`config.mk`:
```
export PLATFORM = sky130hd
export DESIGN_NAME = msrv32_fetch_flush_controller
export DESIGN_NICKNAME = d
export VERILOG_FILES = /design/src/rtl/msrv32_fetch_flush_controller.sv
export SDC_FILE = /design/constraint.sdc
export NUM_CORES = 1
export LEC_CHECK = 0
export CELL_PAD_IN_SITES_DETAIL_PLACEMENT = 1
export CELL_PAD_IN_SITES_GLOBAL_PLACEMENT = 2
export CORE_UTILIZATION = 29
export CTS_BUF_LIST = sky130_fd_sc_hd__clkbuf_4 sky130_fd_sc_hd__clkbuf_8 sky130_fd_sc_hd__clkbuf_16
export CTS_CLUSTER_DIAMETER = 120
export DETAILED_ROUTE_END_ITERATION = 8
export GPL_ROUTABILITY_DRIVEN = 0
export PLACE_DENSITY_LB_ADDON = 0.1
export SETUP_SLACK_MARGIN = 0.05
export SLEW_MARGIN = 20
export SYNTH_ARGS = -nofsm -noshare
export SYNTH_HDL_FRONTEND = slang
export SYNTH_SLANG_ARGS = --single-unit
```
`constraint.sdc`:
```
create_clock -name ms_riscv32_mp_clk_in -period 3.2 [get_ports ms_riscv32_mp_clk_in]
set_clock_uncertainty 0.15 [all_clocks]
set_input_delay 0.48 -clock ms_riscv32_mp_clk_in [delete_from_list [all_inputs] [get_ports ms_riscv32_mp_clk_in]]
set_output_delay 0.48 -clock ms_riscv32_mp_clk_in [all_outputs]
set_load 0.01 [all_outputs]
```
`src/rtl/msrv32_fetch_flush_controller.sv`:
```
// Instruction fetch sequencer for msrv32: issues imem requests, tracks the
// outstanding PC and hands the decoder either a valid instruction or a NOP/flush.
module msrv32_fetch_flush_controller #(
  parameter int                 WIDTH        = 32,
  parameter logic [WIDTH-1:0]   BOOT_ADDR    = '0,
  parameter int                 FLUSH_CYCLES = 2
) (
  input  logic             ms_riscv32_mp_clk_in,
  input  logic             ms_riscv32_mp_rst_in,
  input  logic [WIDTH-1:0] pc_in,
  input  logic             redirect_in,
  input  logic             stall_in,
  input  logic             ms_riscv32_mp_instr_hready_in,
  input  logic [WIDTH-1:0] ms_riscv32_mp_instr_in,
  output logic [WIDTH-1:0] ms_riscv32_mp_imaddr_out,
  output logic             ms_riscv32_mp_imreq_out,
  output logic [WIDTH-1:0] instr_out,
  output logic             flush_out,
  output logic             instr_valid_out,
  output logic [WIDTH-1:0] fetch_pc_out
);

  localparam logic [WIDTH-1:0] NOP        = WIDTH'(32'h0000_0013);
  localparam logic [3:0]       CNT_RELOAD = 4'(FLUSH_CYCLES - 1);

  typedef enum logic [1:0] {
    ST_RST,
    ST_RUN,
    ST_FLUSH
  } state_t;

  state_t           state, state_nxt;
  logic [WIDTH-1:0] imaddr, imaddr_nxt;
  logic             pending, pending_nxt;
  logic [WIDTH-1:0] pending_pc, pending_pc_nxt;
  logic [WIDTH-1:0] hold_reg, hold_reg_nxt;
  logic [WIDTH-1:0] hold_pc, hold_pc_nxt;
  logic [3:0]       cnt, cnt_nxt;

  always_ff @(posedge ms_riscv32_mp_clk_in) begin
    if (ms_riscv32_mp_rst_in) begin
      state      <= ST_RST;
      imaddr     <= BOOT_ADDR;
      pending    <= 1'b0;
      pending_pc <= '0;
      hold_reg   <= NOP;
      hold_pc    <= '0;
      cnt        <= '0;
    end else begin
      state      <= state_nxt;
      imaddr     <= imaddr_nxt;
      pending    <= pending_nxt;
      pending_pc <= pending_pc_nxt;
      hold_reg   <= hold_reg_nxt;
      hold_pc    <= hold_pc_nxt;
      cnt        <= cnt_nxt;
    end
  end

  always_comb begin
    state_nxt       = state;
    imaddr_nxt      = imaddr;
    pending_nxt     = pending;
    pending_pc_nxt  = pending_pc;
    hold_reg_nxt    = hold_reg;
    hold_pc_nxt     = hold_pc;
    cnt_nxt         = cnt;
    ms_riscv32_mp_imreq_out = 1'b0;
    flush_out       = 1'b1;
    instr_valid_out = 1'b0;
    instr_out       = NOP;
    fetch_pc_out    = hold_pc;

    case (state)
      ST_RST: begin
        fetch_pc_out = '0;
        state_nxt    = ST_RUN;
      end

      ST_RUN: begin
        // Priority: redirect > stall > wait state > accept / first request
        if (redirect_in) begin
          imaddr_nxt  = pc_in;
          pending_nxt = 1'b0;
          cnt_nxt     = CNT_RELOAD;
          state_nxt   = ST_FLUSH;
        end else if (stall_in) begin
          flush_out = 1'b0;
          instr_out = hold_reg;
        end else if (!ms_riscv32_mp_instr_hready_in) begin
          ms_riscv32_mp_imreq_out = 1'b1;
        end else if (pending) begin
          ms_riscv32_mp_imreq_out = 1'b1;
          flush_out       = 1'b0;
          instr_valid_out = 1'b1;
          instr_out       = ms_riscv32_mp_instr_in;
          fetch_pc_out    = pending_pc;
          hold_reg_nxt    = ms_riscv32_mp_instr_in;
          hold_pc_nxt     = pending_pc;
          pending_pc_nxt  = imaddr;
          imaddr_nxt      = pc_in;
        end else begin
          ms_riscv32_mp_imreq_out = 1'b1;
          pending_nxt    = 1'b1;
          pending_pc_nxt = imaddr;
          imaddr_nxt     = pc_in;
        end
      end

      ST_FLUSH: begin
        // A redirect during the bubble restarts the bubble at the new target
        if (redirect_in) begin
          imaddr_nxt = pc_in;
          cnt_nxt    = CNT_RELOAD;
        end else if (cnt == 4'd0) begin
          state_nxt = ST_RUN;
        end else begin
          cnt_nxt = cnt - 4'd1;
        end
      end

      default: state_nxt = ST_RST;
    endcase
  end

  assign ms_riscv32_mp_imaddr_out = imaddr;

endmodule
```
==> results.txt <==
Summing the areas of all and, or, nand and nor instances in the mapped netlist gives 25.4% of the synthesized area. For the share of synthesized area occupied by flip-flops and latches, the log shows 44.8%. The flow ran to the end, and the final reports show no timing, DRC or antenna violations. After Yosys synthesis, XOR and XNOR cells account for 0% of the synthesized area. STA puts the critical path data arrival time at 2.42 ns. The tools report the number of setup violations in the final report as 0. The total global routing overflow is 0. The combinational family with the most area after synthesis was simple AND/OR/NAND/NOR gates. The worst setup path is captured at an output port. The clock network fraction of design power is 46.5%. The post-synth design cell area is 0.00604 mm². Dividing the detail-routed wire length by the instance count gives 16.0 µm.

The initial utilization of the core area, before any placement, comes to 29.7%. After detailed routing, the total wire length is 19.0 mm. Nature of the critical path startpoint: a primary input. The tools report the placed instance count as 1156. The most common library cell in the layout ignoring fill and taps was sky130_fd_sc_hd__nand2_1. For the total of max-cap violations, the log shows 0. After synthesis the netlist holds a flip-flop and latch count of 135. The critical path goes through clkdlybuf4s50_1 > nand4bb_4 > nand2b_2 > inv_2 > clkbuf_16 > nand2_1 > nand2_1 > clkdlybuf4s50_1. Of all nets on the critical path, the largest fanout is 16. Dividing the final minimum period by the clock period gives 95.2%. The combined global-route utilization of all metal layers came out at 17.7%. Once detail routing completed, the nets flagged for antenna violations numbered 0. The final count of hold timing violations is 0. At the end of the flow the core is filled with cells to 42.9%. The run gives 206 as the violation count after the first detailed-routing iteration. The run gives 4 as the count of TritonRoute iterations in the first routing pass. In this run the power density over the cells is 462 mW/mm².

The worst min-delay path category is flop to flop. The complex-gate fraction of the synthesized area is 19.2%, and the net switching component of the power is 0.967 mW. The tools report the highest achievable clock rate as 0.328 GHz. TritonCTS built the clock tree.

After legalization and detailed placement, the total HPWL measured 13.3 mm. Counting every net in the synthesized netlist gives 828. The number of buffers added by the clock tree synthesis step came out at 17. The count of unresolved DRC violations after routing came out at 0. In the final design database the tool counted 978 nets.

In this run the deepest clock path goes through 2 buffers. The floorplan step set the die width to 146 µm. The clock tree synthesis step divided the H-tree into 4 levels. The clock-pin slew of the registers on the worst-case setup and hold paths was 0.06 ns; the average size of a mapped cell was 7.97 µm². The logs give 5704 for the via count of the first global-routing pass and 0.322 mV for the largest voltage drop on the vdd net. Summed over all cells, the static leakage comes to 3.87 nW.

The die covers 0.0214 mm². The count of different cell masters after synthesis is 35, and the number of cells on the worst reg-to-reg path is 6. The hold path depth is 2, and the core outline area is 0.0203 mm².

The port buffer count came out at 167. The worst slew slack as a fraction of its limit was 61.9%; the total of warnings raised by yosys was 0. The run gives 0.00798 mm² as the placed instance area. Relative to the synthesized area, the layout overhead comes to 44.1%. The via density per instance came out at 4.76. The slowest stage of the critical path belongs to the cell sky130_fd_sc_hd__clkdlybuf4s50_1. The finished cells cover 0.00870 mm². The logs give 1189 for the final instance count without filler cells and 52 for the site row count. The number of top-level pins came out at 168. Setup repair after global routing left no endpoint under its margin. Synthesis produced a netlist whose cell count is 757.

0 antenna diodes ended up in the layout. The tools report the total negative slack as 0 ns. The fraction of final layout cells with drive strength greater than 1 works out to 7.40%. Of the total power, combinational logic draws 9.7%. Overall power consumption after layout is estimated at 4.02 mW.

The number of antenna violations at the first check in global routing was 0; the required arrival time at the worst endpoint was 2.57 ns. The clock drives 135 sinks. Entering global routing, the biggest net connects 61 pins.

Post-synthesis adder-cell area fraction: 0.415%. The share of total power in sequential cells was 43.8%; the max-slew violation count was 0. The critical setup path kind is primary input to output port. Clock latency on the worst-skew pair, taken at its later pin, is 0.42 ns.

The minimum clock period after layout came out at 3.05 ns. The internal power of the cells came out at 3.06 mW. In the synthesized netlist, mux cells make up 5.31% of the area. The first-pass GRT wire length was 30.2 mm. The buffer type at the clock tree root was sky130_fd_sc_hd__clkbuf_16. The biggest cell delay along the critical path works out to 0.53 ns. Net switching is 24.0% of the power. For the pin with the worst max-slew slack, the measured transition is 0.571 ns. The final route contains 5661 vias.

The vertical die dimension came out at 146 µm. In the layout the commonest cells are sky130_fd_sc_hd__nand2_1, sky130_fd_sc_hd__dfxtp_1, sky130_fd_sc_hd__clkdlybuf4s50_1. The layout has 2392 filler cells.
[cells by family (layout without fill, tap and decap cells)]
kind of cell / after synthesis / in the layout
flip-flops: 135 / 135
AND/OR/NAND/NOR: 348 / 348
multiplexers: 32 / 32
buffers and inverters: 66 / 228
AO/OA/AOI/OAI: 174 / 174
adder cells (fa/ha/maj): 2 / 2
[cell usage after synthesis]
cell type | count | area share [%]
sky130_fd_sc_hd__a211oi_1 | 1 | 0.12
sky130_fd_sc_hd__a21o_1 | 2 | 0.25
sky130_fd_sc_hd__a21oi_1 | 96 | 8.0
sky130_fd_sc_hd__a21oi_2 | 1 | 0.15
sky130_fd_sc_hd__a22o_1 | 62 | 9.0
sky130_fd_sc_hd__a22o_4 | 1 | 0.29
sky130_fd_sc_hd__a22oi_1 | 1 | 0.12
sky130_fd_sc_hd__a311oi_1 | 1 | 0.15
sky130_fd_sc_hd__and2_1 | 2 | 0.21
sky130_fd_sc_hd__buf_1 | 2 | 0.12
sky130_fd_sc_hd__buf_2 | 26 | 2.2
sky130_fd_sc_hd__buf_4 | 3 | 0.37
sky130_fd_sc_hd__buf_6 | 1 | 0.19
sky130_fd_sc_hd__clkbuf_1 | 30 | 1.9
sky130_fd_sc_hd__dfxtp_1 | 135 | 45
sky130_fd_sc_hd__ha_1 | 2 | 0.41
sky130_fd_sc_hd__inv_1 | 4 | 0.25
sky130_fd_sc_hd__mux2i_1 | 32 | 5.3
sky130_fd_sc_hd__nand2_1 | 249 | 15
sky130_fd_sc_hd__nand2b_1 | 67 | 6.9
sky130_fd_sc_hd__nand4bb_1 | 1 | 0.19
sky130_fd_sc_hd__nor2_1 | 19 | 1.2
sky130_fd_sc_hd__nor2b_1 | 3 | 0.31
sky130_fd_sc_hd__nor3_1 | 2 | 0.17
sky130_fd_sc_hd__nor3b_2 | 2 | 0.41
sky130_fd_sc_hd__nor4b_1 | 1 | 0.15
sky130_fd_sc_hd__o21a_1 | 1 | 0.12
sky130_fd_sc_hd__o21ai_0 | 1 | 0.083
sky130_fd_sc_hd__o21bai_1 | 3 | 0.37
sky130_fd_sc_hd__o22ai_1 | 1 | 0.10
sky130_fd_sc_hd__o22ai_2 | 1 | 0.21
sky130_fd_sc_hd__o2bb2ai_1 | 1 | 0.15
sky130_fd_sc_hd__o31ai_1 | 1 | 0.12
sky130_fd_sc_hd__or3_1 | 1 | 0.10
sky130_fd_sc_hd__or4b_4 | 1 | 0.23
[path summary, 6_finish.rpt]
path                      from                            to  slack [ns]
hold reg to reg   hold_reg[24]                  hold_reg[24]        0.30
setup / recovery   redirect_in                  instr_out[3]        0.15
hold / removal    hold_reg[24]                  hold_reg[24]        0.30
setup reg to reg      state[0]  ms_riscv32_mp_imaddr_out[11]        1.26
[layout make-up]
cell class / instances / area, µm² / area share (%)
clock inverter: 11 / 101 / 1.16
inverter: 4 / 15.0 / 0.173
multi-input combinational: 556 / 3070 / 35.3
timing repair buffer: 193 / 2010 / 23.1
clock buffer: 20 / 467 / 5.36
sequential: 135 / 2700 / 31.1
tap: 270 / 338 / 3.88
[critical path: cells and delay by family]
kind / cells / cell delay, ns
buf+inv: 4 / 1.34
simple gates: 4 / 0.58
[what timing repair did]
item | in CTS | in global routing
setup buffers | 0 | 0
resized for setup | 0 | 42
hold buffers | 0 | 0
cloned | 0 | 2
pin swaps | 0 | 1
endpoints found under the setup margin | 12 | 36
[through the flow]
| step | setup WS (ns) | hold slack, ns |
|---|---|---|
| detailed placement | 0.0290 | 0.300 |
| finish | 0.153 | 0.305 |
| global placement | 0.0564 | 0.292 |
| floorplan | 1.05 | 0.286 |
| global route | 0.0503 | 0.319 |
| CTS | 0.0107 | 0.309 |
[layer usage]
| layer | track usage, % | wire length, µm | up-vias |
|---|---|---|---|
| li1 | - | - | 2829 |
| met1 | 24.5 | 9530 | 2674 |
| met2 | 27.4 | 8370 | 143 |
| met3 | 4.03 | 912 | 15 |
| met4 | 5.26 | 197 | 0 |
| met5 | 0 | 0 | - |
[power groups by stage]
stage                     clock, mW  sequential (mW)  combinational, mW
after detailed placement          0             1.80              0.392
after floorplan                   0             1.80              0.176
after CTS                      1.92             1.76              0.394
final                          1.87             1.76              0.391
after global routing           2.00             1.77              0.422
after global placement            0             1.80              0.383
Power figures use the tool's default switching activity.
